### src/rtl/coherence_ctrl_if.sv
// Bus bundle between the two-core coherence controller, the L1 caches and the RAM.
// The controller connects through the slave modport; the cache/RAM side uses master.
interface coherence_ctrl_if;
  // dcache side
  logic [1:0]       dREN;
  logic [1:0]       dWEN;
  logic [1:0][31:0] daddr;
  logic [1:0][31:0] dstore;
  logic [1:0]       cctrans;
  logic [1:0]       ccwrite;
  logic [1:0]       dwait;
  logic [1:0][31:0] dload;
  logic [1:0]       ccwait;
  logic [1:0]       ccinv;
  logic [1:0][31:0] ccsnoopaddr;

  // icache side
  logic [1:0]       iREN;
  logic [1:0][31:0] iaddr;
  logic [1:0]       iwait;
  logic [1:0][31:0] iload;

  // RAM side
  logic             ramREN;
  logic             ramWEN;
  logic [31:0]      ramaddr;
  logic [31:0]      ramstore;
  logic [31:0]      ramload;
  logic [1:0]       ramstate;

  modport slave (
    input  dREN, dWEN, daddr, dstore, cctrans, ccwrite,
    input  iREN, iaddr,
    input  ramload, ramstate,
    output dwait, dload, ccwait, ccinv, ccsnoopaddr,
    output iwait, iload,
    output ramREN, ramWEN, ramaddr, ramstore
  );

  modport master (
    output dREN, dWEN, daddr, dstore, cctrans, ccwrite,
    output iREN, iaddr,
    output ramload, ramstate,
    input  dwait, dload, ccwait, ccinv, ccsnoopaddr,
    input  iwait, iload,
    input  ramREN, ramWEN, ramaddr, ramstore
  );
endinterface

### src/rtl/coherence_ctrl.sv
// Two-core snooping coherence controller: arbitrates writebacks, snoops,
// cache-to-cache transfers, RAM block reads and instruction fetches onto one RAM port.
module coherence_ctrl #(
  parameter int CPUS = 2
) (
  input logic             CLK,
  input logic             nRST,
  coherence_ctrl_if.slave ccif
);

  typedef enum logic [2:0] {
    IDLE,
    WB,
    SNOOP,
    C2C,
    RAMRD,
    IFETCH
  } state_t;

  localparam logic [1:0] RAM_ACCESS = 2'd2;

  state_t          state, next_state;
  logic            core, next_core;
  logic            other;
  logic            rr;
  logic [31:0]     snoop_addr, next_snoop_addr;
  logic            snoop_inv, next_snoop_inv;
  logic [CPUS-1:0] wb_req;
  logic            access;
  logic            resp;
  logic            resp_dirty;
  logic            fwd_hit;

  // Single requester wins outright; a two-way tie goes to the round-robin pointer.
  function automatic logic pick(input logic [1:0] req, input logic ptr);
    return (&req) ? ptr : req[1];
  endfunction

  assign other  = ~core;
  assign access = (ccif.ramstate == RAM_ACCESS);
  assign wb_req = ccif.dWEN & ~ccif.cctrans;

  // A snoopee that is itself busy with a request answers as clean, so two
  // cores snooping each other cannot deadlock.
  assign resp       = ccif.cctrans[other];
  assign resp_dirty = ccif.ccwrite[other] & ~(ccif.dREN[other] | ccif.dWEN[other]);
  assign fwd_hit    = ccif.dREN[core] && (ccif.daddr[core] == ccif.daddr[other]);

  always_ff @(posedge CLK or negedge nRST) begin
    if (!nRST) begin
      state      <= IDLE;
      core       <= 1'b0;
      rr         <= 1'b0;
      snoop_addr <= '0;
      snoop_inv  <= 1'b0;
    end else begin
      state      <= next_state;
      core       <= next_core;
      snoop_addr <= next_snoop_addr;
      snoop_inv  <= next_snoop_inv;
      if ((state != IDLE) && (next_state == IDLE)) begin
        rr <= ~rr;
      end
    end
  end

  always_comb begin
    next_state      = state;
    next_core       = core;
    next_snoop_addr = snoop_addr;
    next_snoop_inv  = snoop_inv;
    unique case (state)
      IDLE: begin
        if (|wb_req) begin
          next_state = WB;
          next_core  = pick(wb_req, rr);
        end else if (|ccif.cctrans) begin
          next_state      = SNOOP;
          next_core       = pick(ccif.cctrans, rr);
          next_snoop_addr = ccif.daddr[next_core];
          next_snoop_inv  = ccif.ccwrite[next_core];
        end else if (|ccif.iREN) begin
          next_state = IFETCH;
          next_core  = pick(ccif.iREN, rr);
        end
      end
      WB: begin
        if (!ccif.dWEN[core]) begin
          next_state = IDLE;
        end
      end
      SNOOP: begin
        if (resp) begin
          if (resp_dirty) begin
            next_state = C2C;
          end else if (ccif.dREN[core]) begin
            next_state = RAMRD;
          end else begin
            next_state = IDLE;
          end
        end
      end
      C2C: begin
        if (!ccif.dWEN[other]) begin
          next_state = ccif.dREN[core] ? RAMRD : IDLE;
        end
      end
      RAMRD: begin
        if (!ccif.dREN[core]) begin
          next_state = IDLE;
        end
      end
      IFETCH: begin
        if (access) begin
          next_state = IDLE;
        end
      end
      default: next_state = IDLE;
    endcase
    if (next_state == IDLE) begin
      next_snoop_addr = '0;
      next_snoop_inv  = 1'b0;
    end
  end

  always_comb begin
    ccif.dwait       = '1;
    ccif.iwait       = '1;
    ccif.ccwait      = '0;
    ccif.ccinv       = '0;
    ccif.ccsnoopaddr = '0;
    ccif.dload       = '0;
    ccif.iload       = '0;
    ccif.ramREN      = 1'b0;
    ccif.ramWEN      = 1'b0;
    ccif.ramaddr     = '0;
    ccif.ramstore    = '0;

    // Snoop address and invalidate stay on the snoopee until the transaction ends.
    if (state inside {SNOOP, C2C, RAMRD}) begin
      ccif.ccsnoopaddr[other] = snoop_addr;
      ccif.ccinv[other]       = snoop_inv;
    end

    unique case (state)
      WB: begin
        if (ccif.dWEN[core]) begin
          ccif.ramWEN   = 1'b1;
          ccif.ramaddr  = ccif.daddr[core];
          ccif.ramstore = ccif.dstore[core];
          if (access) begin
            ccif.dwait[core] = 1'b0;
          end
        end
      end
      SNOOP: begin
        ccif.ccwait[other] = 1'b1;
      end
      C2C: begin
        if (ccif.dWEN[other]) begin
          ccif.ramWEN   = 1'b1;
          ccif.ramaddr  = ccif.daddr[other];
          ccif.ramstore = ccif.dstore[other];
          if (access) begin
            ccif.dwait[other] = 1'b0;
            if (fwd_hit) begin
              ccif.dload[core] = ccif.dstore[other];
              ccif.dwait[core] = 1'b0;
            end
          end
        end
      end
      RAMRD: begin
        if (ccif.dREN[core]) begin
          ccif.ramREN  = 1'b1;
          ccif.ramaddr = ccif.daddr[core];
          if (access) begin
            ccif.dload[core] = ccif.ramload;
            ccif.dwait[core] = 1'b0;
          end
        end
      end
      IFETCH: begin
        ccif.ramREN  = 1'b1;
        ccif.ramaddr = ccif.iaddr[core];
        if (access) begin
          ccif.iload[core] = ccif.ramload;
          ccif.iwait[core] = 1'b0;
        end
      end
      default: ;
    endcase
  end

endmodule
### src/flat_wrapper.sv
// flat-port wrapper written by rule: the top's interface ports become plain ports
module coherence_ctrl_flat 
#(
  parameter int CPUS = 2
)
  (CLK, nRST, ccif_dREN, ccif_dWEN, ccif_daddr, ccif_dstore, ccif_cctrans, ccif_ccwrite, ccif_iREN, ccif_iaddr, ccif_ramload, ccif_ramstate, ccif_dwait, ccif_dload, ccif_ccwait, ccif_ccinv, ccif_ccsnoopaddr, ccif_iwait, ccif_iload, ccif_ramREN, ccif_ramWEN, ccif_ramaddr, ccif_ramstore);
  coherence_ctrl_if ccif_i ();
  input logic CLK;
  input logic nRST;
  input wire logic [$bits(ccif_i.dREN)-1:0] ccif_dREN;
  input wire logic [$bits(ccif_i.dWEN)-1:0] ccif_dWEN;
  input wire logic [$bits(ccif_i.daddr)-1:0] ccif_daddr;
  input wire logic [$bits(ccif_i.dstore)-1:0] ccif_dstore;
  input wire logic [$bits(ccif_i.cctrans)-1:0] ccif_cctrans;
  input wire logic [$bits(ccif_i.ccwrite)-1:0] ccif_ccwrite;
  input wire logic [$bits(ccif_i.iREN)-1:0] ccif_iREN;
  input wire logic [$bits(ccif_i.iaddr)-1:0] ccif_iaddr;
  input wire logic [$bits(ccif_i.ramload)-1:0] ccif_ramload;
  input wire logic [$bits(ccif_i.ramstate)-1:0] ccif_ramstate;
  output wire logic [$bits(ccif_i.dwait)-1:0] ccif_dwait;
  output wire logic [$bits(ccif_i.dload)-1:0] ccif_dload;
  output wire logic [$bits(ccif_i.ccwait)-1:0] ccif_ccwait;
  output wire logic [$bits(ccif_i.ccinv)-1:0] ccif_ccinv;
  output wire logic [$bits(ccif_i.ccsnoopaddr)-1:0] ccif_ccsnoopaddr;
  output wire logic [$bits(ccif_i.iwait)-1:0] ccif_iwait;
  output wire logic [$bits(ccif_i.iload)-1:0] ccif_iload;
  output wire logic [$bits(ccif_i.ramREN)-1:0] ccif_ramREN;
  output wire logic [$bits(ccif_i.ramWEN)-1:0] ccif_ramWEN;
  output wire logic [$bits(ccif_i.ramaddr)-1:0] ccif_ramaddr;
  output wire logic [$bits(ccif_i.ramstore)-1:0] ccif_ramstore;
  assign ccif_i.dREN = ccif_dREN;
  assign ccif_i.dWEN = ccif_dWEN;
  assign ccif_i.daddr = ccif_daddr;
  assign ccif_i.dstore = ccif_dstore;
  assign ccif_i.cctrans = ccif_cctrans;
  assign ccif_i.ccwrite = ccif_ccwrite;
  assign ccif_i.iREN = ccif_iREN;
  assign ccif_i.iaddr = ccif_iaddr;
  assign ccif_i.ramload = ccif_ramload;
  assign ccif_i.ramstate = ccif_ramstate;
  assign ccif_dwait = ccif_i.dwait;
  assign ccif_dload = ccif_i.dload;
  assign ccif_ccwait = ccif_i.ccwait;
  assign ccif_ccinv = ccif_i.ccinv;
  assign ccif_ccsnoopaddr = ccif_i.ccsnoopaddr;
  assign ccif_iwait = ccif_i.iwait;
  assign ccif_iload = ccif_i.iload;
  assign ccif_ramREN = ccif_i.ramREN;
  assign ccif_ramWEN = ccif_i.ramWEN;
  assign ccif_ramaddr = ccif_i.ramaddr;
  assign ccif_ramstore = ccif_i.ramstore;
  coherence_ctrl #(.CPUS(CPUS)) u_core (.CLK(CLK), .nRST(nRST), .ccif(ccif_i));
endmodule
### config.mk
export PLATFORM = sky130hd
export DESIGN_NAME = coherence_ctrl_flat
export DESIGN_NICKNAME = d
export VERILOG_FILES = /design/src/rtl/coherence_ctrl_if.sv /design/src/rtl/coherence_ctrl.sv /design/src/flat_wrapper.sv
export SDC_FILE = /design/constraint.sdc
export NUM_CORES = 1
export LEC_CHECK = 0
export ABC_AREA = 1
export BUFFER_PORTS_ARGS = -buffer_cell sky130_fd_sc_hd__buf_2
export CAP_MARGIN = 5
export CORE_AREA = 3 3 193 195
export DETAILED_ROUTE_END_ITERATION = 16
export DIE_AREA = 0 0 196 198
export HOLD_SLACK_MARGIN = 0.12
export PLACE_DENSITY = 0.44
export SKIP_CTS_REPAIR_TIMING = 1
export SYNTH_ARGS = -nofsm -noshare
export SYNTH_HDL_FRONTEND = slang
export SYNTH_SLANG_ARGS = --single-unit
### constraint.sdc
create_clock -name CLK -period 6.35 [get_ports CLK]
set_clock_uncertainty 0.15 [all_clocks]
set_input_delay 0.9525 -clock CLK [delete_from_list [all_inputs] [get_ports CLK]]
set_output_delay 0.9525 -clock CLK [all_outputs]
set_load 0.02 [all_outputs]
# After elaboration in Yosys (flattened, before gate mapping)
# Index checks and enable logic that the tools add are counted.
totals:
  reg_bits: 38
  latchBits: 0
  ram_bits: 0
  mem_bits_ro: 0
  inputBits: 238
  out_inout_bits: 266
  word_cells: 140
  mem_count: 0
classes:
  n_addsub: 0
  n_mul: 0
  n_div: 0
  order_cmp: 5
  eq_ne: 8
  shift: 0
  n_mux: 89
  bitwise: 14
  n_reduce_logical: 19
op_table:
  columns: ["op", "n"]
  rows:
  - ["$mux 32", 23]
  - ["$mux 64", 7]
  - ["$and 64x64->64", 3]
  - ["$pmux 32 s4", 1]
  - ["$pmux 64 s2", 1]
  - ["$demux 32 s1", 2]
  - ["$pmux 32 s2", 1]
  - ["$eq 32x32->1", 1]
  - ["$mux 3", 10]
  - ["$mux 1", 29]
  - ["$mux 2", 9]
  - ["$pmux 3 s6", 1]
  - ["$reduce_bool 3->1", 3]
  - ["$reduce_and 2->1", 4]
  - ["$and 2x2->2", 3]
  - ["$eq 3x2->1 const B", 2]
  - ["$eq 3x3->1 const B", 2]
  - ["$logic_not 3->1", 2]
  - ["$lt 1x2->1 const B", 3]
  - ["$not 2->2", 3]
  - ["$pmux 2 s3", 1]
  - ["$reduce_or 2->1", 3]
  - ["$logic_and 1x1->1", 4]
  - ["$pmux 1 s2", 2]
  - ["10 further kinds", 15]

# Depth between registers and ports, before layout
# Gate-level depths: netlist of the first run.
depth:
  ltp_word: 12
  depth_mapped: 16
  depth_no_buf: 14

# Worst setup path before layout of the first run
# No wires, ideal clock.
synth_timing:
  path_type: "in2out"
  startpoint: "in ccif_dWEN[1]"
  endpoint: "out ccif_dload[58]"
  arrival_ns: 2.272
  t_required_ns: 5.247
  setup_slack_ns: 2.975
  path_stages: 6
  cell_sequence: "inv_1 o21ai_0 nand2_2 nor2_1 nand4_4 o21ai_0"
synth_via:
  elab_chain_len: 4
synth_rtl:
  columns: ["element", "line", "text"]
  rows:
  - ["start, declared", "flat_wrapper.sv:11", "input wire logic [$bits(ccif_i.dWEN)-1:0] ccif_dWEN;"]
  - ["$mux 1 (implied by the code) (2 in a row)", "coherence_ctrl.sv:160", "if (ccif.dWEN[other]) begin"]
  - ["$mux 64", "coherence_ctrl.sv:160", null]
  - ["$pmux 64 s2", "coherence_ctrl.sv:145", "unique case (state)"]
  - ["end, declared", "flat_wrapper.sv:21", "output wire logic [$bits(ccif_i.dload)-1:0] ccif_dload;"]
# No other way between the ends. The select of a mux whose other input is x is not followed.

# Final worst setup path of the first run
layout_timing:
  startpoint: "reg u_core.core"
  endpoint: "out ccif_dload[31]"
layout_via:
  elab_chain_len: 9
layout_rtl:
  columns: ["element", "line", "text"]
  rows:
  - ["start, declared", "coherence_ctrl.sv:23", "logic core, next_core;"]
  - ["start signal, assigned", "coherence_ctrl.sv:58", "core <= next_core;"]
  - ["$lt 1x2->1 (implied by the code) or $ge 1x1->1 (tied branches)", "coherence_ctrl.sv:167, coherence_ctrl.sv:178", null]
  - ["$logic_and 1x1->1 (implied by the code)", "coherence_ctrl.sv:167, coherence_ctrl.sv:178", null]
  - ["$mux 32 (implied by the code)", "coherence_ctrl.sv:167, coherence_ctrl.sv:178", null]
  - ["$demux 32 s1", null, null]
  - ["$and 64x64->64 (no source line)", null, null]
  - ["$mux 64", "coherence_ctrl.sv:166", "if (fwd_hit) begin"]
  - ["$mux 64", "coherence_ctrl.sv:164", "if (access) begin"]
  - ["$mux 64", "coherence_ctrl.sv:160", null]
  - ["$pmux 64 s2 (*)", "coherence_ctrl.sv:145", null]
# Every way passes the cells marked *; elsewhere a longest branch is shown, timed or not. The select of a mux whose other input is x is not followed.

==> results of run 1 <==
## worst max-delay path by stage
stage,startpoint,end,cells past startpoint
after floorplan,ccif_dWEN[1],ccif_dload[58],6
after global placement,u_core.core$_DFFE_PN0P_,ccif_dload[31],10
after detailed placement,u_core.core$_DFFE_PN0P_,ccif_dload[31],10
after CTS,u_core.core$_DFFE_PN0P_,ccif_dload[31],10
after global routing,u_core.core$_DFFE_PN0P_,ccif_dload[31],12
final,u_core.core$_DFFE_PN0P_,ccif_dload[31],10
## cell type report
class | instances | area (µm²) | area share
Inverter | 142 | 536 | 0.0531
Clock inverter | 1 | 30.0 | 0.00298
Sequential cell | 38 | 955 | 0.0947
Antenna cell | 7 | 17.5 | 0.00174
Clock buffer | 7 | 133 | 0.0132
Timing Repair Buffer | 518 | 2640 | 0.262
Multi-Input combinational cell | 1122 | 5190 | 0.515
Tap cell | 461 | 577 | 0.0572
## worst reg2reg max path: cells and delay by family, from the launching register on
family / cells / cell delay (ns)
and+or+nand+nor: 5 / 0.73
DFF: 1 / 0.58
AOI/OAI and AO/OA: 3 / 0.42
buffers and inverters: 4 / 1.43
## cells by family after synthesis
family	Yosys count	synth area share
buf+inv	242	0.142
mux	33	0.0465
xor+xnor	15	0.0184
simple gates	786	0.432
flops	38	0.133
compound gates	288	0.227
## cells in the mapped netlist, types with 18 or more instances
cell type	instances	area share
nand2_1	508	0.27
nor2_1	194	0.10
inv_1	138	0.073
o21ai_0	136	0.095
nand3_1	75	0.053
clkbuf_1	66	0.035
o21ai_1	61	0.043
dfrtp_1	38	0.13
a21oi_1	37	0.026
mux2i_1	32	0.045
o221ai_1	31	0.038
o211ai_1	18	0.019
## flip-flops by register name, indices dropped and copies added (netlist names)
name and count:
u_core.snoop_inv 1, u_core.rr 1, u_core.state 3, u_core.core 1
u_core.snoop_addr 32
## routing by layer
metal,GRT usage,routed length [µm]
met1,0.261,18000
met2,0.371,21400
met3,0.0413,3140
met4,0.0737,1350
met5,0,86
## metrics by stage
| stage | utilization | area [µm²] |
|---|---|---|
| after global placement | 0.278 | 9900 |
| after detailed placement | 0.278 | 9900 |
| final | 0.283 | 10100 |
| after global routing | 0.283 | 10100 |
| after floorplan | - | 7130 |
| after CTS | 0.283 | 10100 |
## power by group through the flow
| stage | Combinational (mW) | Sequential (mW) | Clock (mW) |
|---|---|---|---|
| detailed placement | 2.51 | 0.453 | 0 |
| global placement | 2.50 | 0.450 | 0 |
| global route | 2.75 | 0.467 | 0.302 |
| CTS | 2.51 | 0.451 | 0.292 |
| floorplan | 1.71 | 0.412 | 0 |
| finish | 2.48 | 0.449 | 0.283 |
## cell usage in the layout (no fill, tap or decap), types with 5 or more instances in the layout
cell type,count
nand2_1,508
inv_1,138
buf_2,503
o221ai_1,31
a21oi_1,37
diode_2,7
o21ai_0,135
dfrtp_1,37
nor2_1,191
xnor2_1,15
clkbuf_16,5
o211ai_1,18
o21ai_1,61
mux2i_1,32
buf_4,14
nand3_1,75
==> results_dict.tcl, run 1 <==
set metrics [dict create \
    grt_max_degree 120 \
    critPathSlowestCell "nand4_4" \
    period_share 0.850 \
    htree_levels 2 \
    ant_nets 0 \
    clock_path_buffers 2 \
    crit_arrival_ns 4.29 \
    routed_wl_um 44000 \
    slew-limit-headroom 0.203 \
    rr_startpoint "u_core.core$_DFFE_PN0P_" \
    place.gp.congestion 0.976 \
    setup_viol 0 \
    rsz0062_at_grt "false" \
    drive_above_1_share 0.295 \
    synthFlopType "dfrtp_1" \
    cp-end-kind "primary output" \
    holdPathStages 2 \
    drc 0 \
    cts_tree "yes" \
    nets 2065 \
    holdWs_ns 0.381 \
    rows 69 \
    cts.clk_slew.worst_paths_ns 0.06 \
    p_int_mw 1.23 \
    cp.buffers_inverters 3 \
    rrSetupSlack_ns 2.93 \
    hold_viol 0 \
    worst-path-max-fanout 96 \
    num_vias 10700 \
    synth.ff_latch_count 38 \
    clk-insertion-delay-late_ns 0.28 \
    hp-class "reg -> reg" \
    die-area_mm2 0.0388 \
    setup_ws_ns 0.955 \
    path_delay_family "simple AND/OR/NAND/NOR gates" \
    outcome "finished clean" \
    grt_overflow 0 \
    start_util 0.201 \
    leakage_nw 5.86 \
    viasPerCell 4.68 \
    antenna_found_initial 17 \
    cpPeakStageDelay_ns 0.81 \
    tns_ns 0 \
    syn_nets 1640 \
    syn_avg_cell_area_um2 5.09 \
    port_buffers 503 \
    final_cells 2296 \
    max_clock_freq_mhz 185 \
    syn_area_mm2 0.00713 \
    crit_top_cell "nand2_1" \
    pwr-share-clk 0.088 \
    max_cap_viol_count 0 \
    power_density_mw_per_mm2 318 \
    synthArstFlopShare 1.00 \
    crit_type "reg -> out" \
    r2r_cells 12 \
    total_power_mw 3.21 \
    cp_cell_sequence "buf_4, o21ai_0, nand2_1, nand2_1, inv_1, nand2_1, nor2_2, nand4_4, o21ai_1, buf_2" \
    fin_crit_ns 5.39 \
    tightest_slew_ns 1.19 \
    slew_viol_final 0 \
    area_delta_synth_final_pct 41.4 \
    placedCellCount 2281 \
    dp_hpwl_um 34900 \
    ys_seq_area_frac 0.133 \
    drt_iter0_markers 617 \
    clockRootBuffer "clkbuf_16" \
    critPathRequiredTime_ns 5.25 \
    hold_end "u_core.snoop_addr[19]$_DFFE_PN0P_" \
    grt_pass1_wl_um 63900 \
    grt_pass1_vias 10300 \
    power_frac_seq 0.140 \
    startpoint_type "flip-flop" \
    synth_cells 1402 \
    firstDrtPassIters 6 \
    grt_use_total 0.212 \
    p_sw_frac 0.615 \
    fillers 4221 \
    die_h_um 198 \
    rr_endpoint "u_core.snoop_addr[22]$_DFFE_PN0P_" \
    wl_per_cell_um 19.2 \
    synth.distinct_cells 30 \
    vdd.ir_drop.worst_v 0.000193 \
    boundaryPins 504 \
    chipWidth_um 196 \
    cts.sinks 38 \
    dpl_worst_slack_ns 1.22 \
    yosysWarnings 0 \
    p_comb_frac 0.772 \
    core_mm2 0.0356 \
    synth_edf_count 0 \
    min_from "u_core.snoop_addr[19]$_DFFE_PN0P_" \
    cts-buffers-inserted 5 \
    switchingPower_mw 1.98 \
]
Note: power is estimated with default switching activity, not from simulation.
==> run 2, diff against run 1 <==
Settings changed: CORE_AREA 3 3 193 195 to 3 3 197 199, DIE_AREA 0 0 196 198 to 0 0 200 202.
Clock period 6.35 ns to 4.3 ns, I/O delays scaled along.
==> run 2 against run 1 <==
Effect of this change: final cell count grew 2.6%; highest routed layer unchanged; design area grew 1.8%; critical path depth grew 1; first-iteration DRC count shrank 2.4%; critical endpoint is now ccif_dload[58]; power grew 49%; count of clock-buffer cells in the layout is the same; clock power grew 47%; global-route usage shrank 0.74 points; worst hold slack lost 0.041 ns; utilization shrank 0.89 points.
==> results_dict.tcl, run 2 (synthesis gave the netlist of run 1 again) <==
set metrics [dict create \
    hp-class "in -> async" \
    switchingPower_mw 2.92 \
    nets 2077 \
    grt_pass1_wl_um 63900 \
    outcome "finished clean" \
    p_sw_frac 0.610 \
    max_clock_freq_mhz 262 \
    final_cell_mix "508 x nand2_1, 503 x buf_2, 191 x nor2_1, 138 x inv_1, 135 x o21ai_0" \
    drt_iter0_markers 602 \
    place_area_mm2 0.0101 \
    cts.clk_slew.worst_paths_ns 0.06 \
    cp.buffers_inverters 4 \
    antenna_found_initial 14 \
    clockRootBuffer "clkbuf_16" \
    grt_overflow 0 \
    num_vias 10800 \
    crit_type "reg -> out" \
    leakage_nw 5.93 \
    cp-end-kind "primary output" \
    power_frac_seq 0.136 \
    crit_top_cell "nand2_1" \
    power_density_mw_per_mm2 466 \
    setup_viol 0 \
    firstDrtPassIters 5 \
    p_comb_frac 0.777 \
    htree_levels 2 \
    pwr-share-clk 0.087 \
    path_delay_family "buffers and inverters" \
    rrSetupSlack_ns 1.06 \
    start_util 0.191 \
    period_share 0.889 \
    grt_pass1_vias 10300 \
    port_buffers 503 \
    clock_path_buffers 2 \
    critPathRequiredTime_ns 3.50 \
    slew-limit-headroom 0.230 \
    cp_cell_sequence "buf_12, o21ai_0, nand2_1, nand2_1, inv_1, nand2_1, nor2_2, nand4_4, buf_4, o21ai_0, buf_2" \
    final_cell_area_mm2 0.0103 \
    rows 71 \
    wl_per_cell_um 18.7 \
    worst-path-max-fanout 116 \
    cts-buffers-inserted 5 \
    drc 0 \
    startpoint_type "flip-flop" \
    critPathSlowestCell "buf_4" \
    grt_use_total 0.205 \
    viasPerCell 4.57 \
    cts_tree "yes" \
    vdd.ir_drop.worst_v 0.000298 \
    rsz0062_at_grt "false" \
    chipWidth_um 200 \
    largest-register "u_core.snoop_addr" \
    rr_startpoint "u_core.core$_DFFE_PN0P_" \
    tightest_slew_ns 1.15 \
    crit_arrival_ns 3.03 \
    cpPeakStageDelay_ns 0.54 \
    critPathLaunch "u_core.core$_DFFE_PN0P_" \
    p_int_mw 1.87 \
    max_cap_viol_count 0 \
    area_delta_synth_final_pct 44.0 \
    drive_above_1_share 0.299 \
    tns_ns 0 \
    routed_wl_um 44100 \
    dp_hpwl_um 36000 \
    grt_max_degree 117 \
    clk-insertion-delay-late_ns 0.28 \
    reg.largest.list "u_core.snoop_addr x32, u_core.state x3" \
    hold_viol 0 \
    ant_nets 0 \
    die-area_mm2 0.0404 \
    die_h_um 202 \
    final_common_cell "nand2_1" \
    core_mm2 0.0374 \
    fin_crit_ns 3.82 \
    r2r_cells 13 \
    place.gp.congestion 0.966 \
    slew_viol_final 0 \
    boundaryPins 504 \
    largest_reg_flops 32 \
    cts.sinks 38 \
    rr_endpoint "u_core.snoop_addr[23]$_DFFE_PN0P_" \
]
## run 2: cell types whose count changed in the layout (fill, tap and decap cells not counted), sizes merged
cell / change
buf: +12
diode: -2
## run 2: final cells by class
cell class / count / area [µm²]
inverter: 142 / 536
multi-input combinational: 1122 / 5190
clock inverter: 1 / 30.0
sequential: 38 / 955
clock buffer: 7 / 133
timing repair buffer: 530 / 2770
fill: 4462 / 27100
antenna: 5 / 12.5
tap: 511 / 639
## run 2: per-layer routing
layer	global-route usage	part of all wire	up-vias
li1	-	-	5372
met1	0.245	0.40	4878
met2	0.365	0.49	442
met3	0.0342	0.065	69
met4	0.0763	0.034	12
met5	0	0.0019	-
## run 2: worst max-delay path by stage
stage                           endpoint  cells past startpoint
finish                    ccif_dload[58]                     11
CTS                 ccif_ccsnoopaddr[32]                      5
floorplan                 ccif_iload[23]                      7
detailed placement        ccif_dload[58]                     10
global placement          ccif_dload[27]                     10
global route              ccif_dload[58]                     14
## run 2: worst register-to-register path, stage by stage (launching register included)
cell and delay, ns:
dfrtp_4 0.50, inv_4 0.32, buf_12 0.27, buf_4 0.19, o21ai_0 0.09, nand2_1 0.08, buf_4 0.33, nand2_1 0.13
nor2_1 0.17, o211ai_2 0.11, nor2_1 0.15, and2_1 0.14, buf_4 0.34, a21oi_1 0.11
## run 2: metrics by stage
step	hold WS [ns]	std cells	power, mW	setup slack (ns)	util
floorplan	0.199	1402	3.13	1.53	-
global placement	0.371	2343	4.42	0.763	0.270
detailed placement	0.374	2343	4.42	0.718	0.270
CTS	0.377	2351	4.87	0.471	0.274
global route	0.407	2356	5.27	0.223	0.275
finish	0.339	2356	4.79	0.478	0.275
## run 2: power groups by stage
stage | registers, mW | logic [mW] | clock network (mW)
final | 0.650 | 3.72 | 0.416
after global routing | 0.674 | 4.14 | 0.451
after CTS | 0.650 | 3.78 | 0.436
after detailed placement | 0.653 | 3.77 | 0
after global placement | 0.648 | 3.77 | 0
after floorplan | 0.609 | 2.53 | 0
==> run 3, diff against run 2 <==
Settings changed: CAP_MARGIN 5 to not set, CORE_AREA 3 3 197 199 to 3 3 194 196, DIE_AREA 0 0 200 202 to 0 0 197 199, PLACE_DENSITY 0.44 to 0.45.
==> run 3 against run 2 <==
Effect of this change: via count up 1.5%; first-iteration DRC count up 6.3%; sequential share of layout area about the same; fmax up 1.5%; flip-flop and latch count unchanged.
==> results_dict.tcl, run 3 (synthesis gave the netlist of run 1 again) <==
set metrics [dict create \
    outcome "finished clean" \
    dpl_worst_slack_ns 0.812 \
    leakage_nw 5.94 \
    nets 2081 \
    chipWidth_um 197 \
    grt_max_degree 66 \
    final_common_cell "nand2_1" \
    fin_util 0.282 \
    crit_arrival_ns 2.97 \
    hold_viol 0 \
    p_sw_frac 0.618 \
    clockRootBuffer "clkbuf_16" \
    crit_type "reg -> out" \
    place.gp.congestion 0.971 \
    dp_hpwl_um 35600 \
    largest_reg_flops 32 \
    area_delta_synth_final_pct 43.3 \
    grt_pass1_wl_um 62700 \
    cts.clk_slew.worst_paths_ns 0.06 \
    start_util 0.197 \
    grt_use_total 0.207 \
    viasPerCell 4.71 \
    power_frac_seq 0.136 \
    slew_viol_final 0 \
    cts_tree "yes" \
    clk-insertion-delay-late_ns 0.29 \
    fin_crit_ns 3.77 \
    firstDrtPassIters 5 \
    dr_wl_met2_um 21200 \
    rows 70 \
    route.met3.wl_um 3320 \
    clock_path_buffers 2 \
    num_vias 10900 \
    worst-path-max-fanout 64 \
    power_density_mw_per_mm2 467 \
    wl_per_cell_um 18.8 \
    tns_ns 0 \
    critPathRequiredTime_ns 3.50 \
    die_h_um 199 \
    reg.largest.list "u_core.snoop_addr x32, u_core.state x3" \
    boundaryPins 504 \
    max_clock_freq_mhz 266 \
    core_mm2 0.0363 \
    final_cell_area_mm2 0.0102 \
    antenna_found_initial 19 \
    startpoint_type "flip-flop" \
    port_buffers 503 \
    drt_iter0_markers 640 \
    final_cell_mix "508 x nand2_1, 503 x buf_2, 191 x nor2_1, 138 x inv_1, 135 x o21ai_0" \
    hp-class "in -> async" \
    ant_nets 0 \
    cts-buffers-inserted 5 \
    vdd.ir_drop.worst_v 0.000269 \
    setup_ws_ns 0.534 \
    setup_viol 0 \
    max_cap_viol_count 0 \
    p_int_mw 1.82 \
    slew-limit-headroom 0.364 \
    largest-register "u_core.snoop_addr" \
    drive_above_1_share 0.302 \
    top_layer "met5" \
    grt_overflow 0 \
    wl_met1_um 17300 \
    cts.sinks 38 \
    p_comb_frac 0.782 \
    fillers 4278 \
    tightest_slew_ns 0.954 \
    pwr-share-clk 0.081 \
    htree_levels 2 \
    place_area_mm2 0.0100 \
    routed_wl_um 43600 \
    drc 0 \
    grt_pass1_vias 10500 \
    cp-end-kind "primary output" \
    period_share 0.876 \
    die-area_mm2 0.0392 \
    switchingPower_mw 2.95 \
    rsz0062_at_grt "false" \
]
run 3: cell types whose count changed in the layout (fill, tap and decap cells not counted), sizes merged:
cell | before | now
buf | 530 | 534
clkinvlp | 0 | 1
clkbuf | 7 | 6
bufinv | 1 | 0
diode | 5 | 8
clkinv | 0 | 1
run 3: cell type report:
cell class | count | area (µm²) | area share
clock inverters | 2 | 12.5 | 0.00122
well taps | 468 | 586 | 0.0573
inverters | 142 | 536 | 0.0524
repair buffers | 534 | 2780 | 0.272
diodes | 8 | 20.0 | 0.00196
clock buffers | 6 | 139 | 0.0136
multi-input cells | 1122 | 5200 | 0.509
flip-flops and latches | 38 | 955 | 0.0934
run 3: path summary, 6_finish.rpt:
check / cells past startpoint / from / slack (ns) / end
min in group CLK: 2 / u_core.snoop_addr[12]$_DFFE_PN0P_ / 0.38 / u_core.snoop_addr[12]$_DFFE_PN0P_
max in group asynchronous: 1 / nRST / 2.94 / u_core.core$_DFFE_PN0P_
setup / recovery: 11 / u_core.core$_DFFE_PN0P_ / 0.53 / ccif_dload[12]
hold reg to reg: 2 / u_core.snoop_addr[12]$_DFFE_PN0P_ / 0.38 / u_core.snoop_addr[12]$_DFFE_PN0P_
setup reg to reg: 10 / u_core.core$_DFFE_PN0P_ / 1.33 / u_core.snoop_addr[18]$_DFFE_PN0P_
hold / removal: 1 / nRST / 0.35 / u_core.snoop_addr[8]$_DFFE_PN0P_
run 3: through the flow:
stage	std cells	power, mW	hold WS, ns
3_5_place_dp	2304	4.43	0.376
3_3_place_gp	2304	4.43	0.372
5_1_grt	2320	5.22	0.403
6_report	2320	4.77	0.348
2_1_floorplan	1402	3.13	0.199
4_1_cts	2312	4.84	0.386
run 3: per-layer routing:
| metal | up-vias | track usage |
|---|---|---|
| met5 | - | 0 |
| met4 | 16 | 0.0887 |
| met3 | 95 | 0.0408 |
| met2 | 529 | 0.366 |
| met1 | 4905 | 0.243 |
| li1 | 5388 | - |
run 3: power groups by stage:
| stage | combinational, mW | sequential (mW) | clock, mW |
|---|---|---|---|
| 2_1_floorplan | 2.53 | 0.609 | 0 |
| 3_3_place_gp | 3.78 | 0.648 | 0 |
| 3_5_place_dp | 3.77 | 0.655 | 0 |
| 4_1_cts | 3.78 | 0.651 | 0.405 |
| 5_1_grt | 4.13 | 0.669 | 0.418 |
| 6_report | 3.74 | 0.650 | 0.388 |
run 3: critical path: stages (launching register included):
cell	delay [ns]
dfrtp_4	0.47
buf_4	0.56
o21ai_0	0.26
nand2_1	0.10
nand2_1	0.05
inv_1	0.04
nand2_1	0.06
nor2_2	0.17
nand4_4	0.10
buf_4	0.33
o21ai_1	0.26
buf_2	0.20
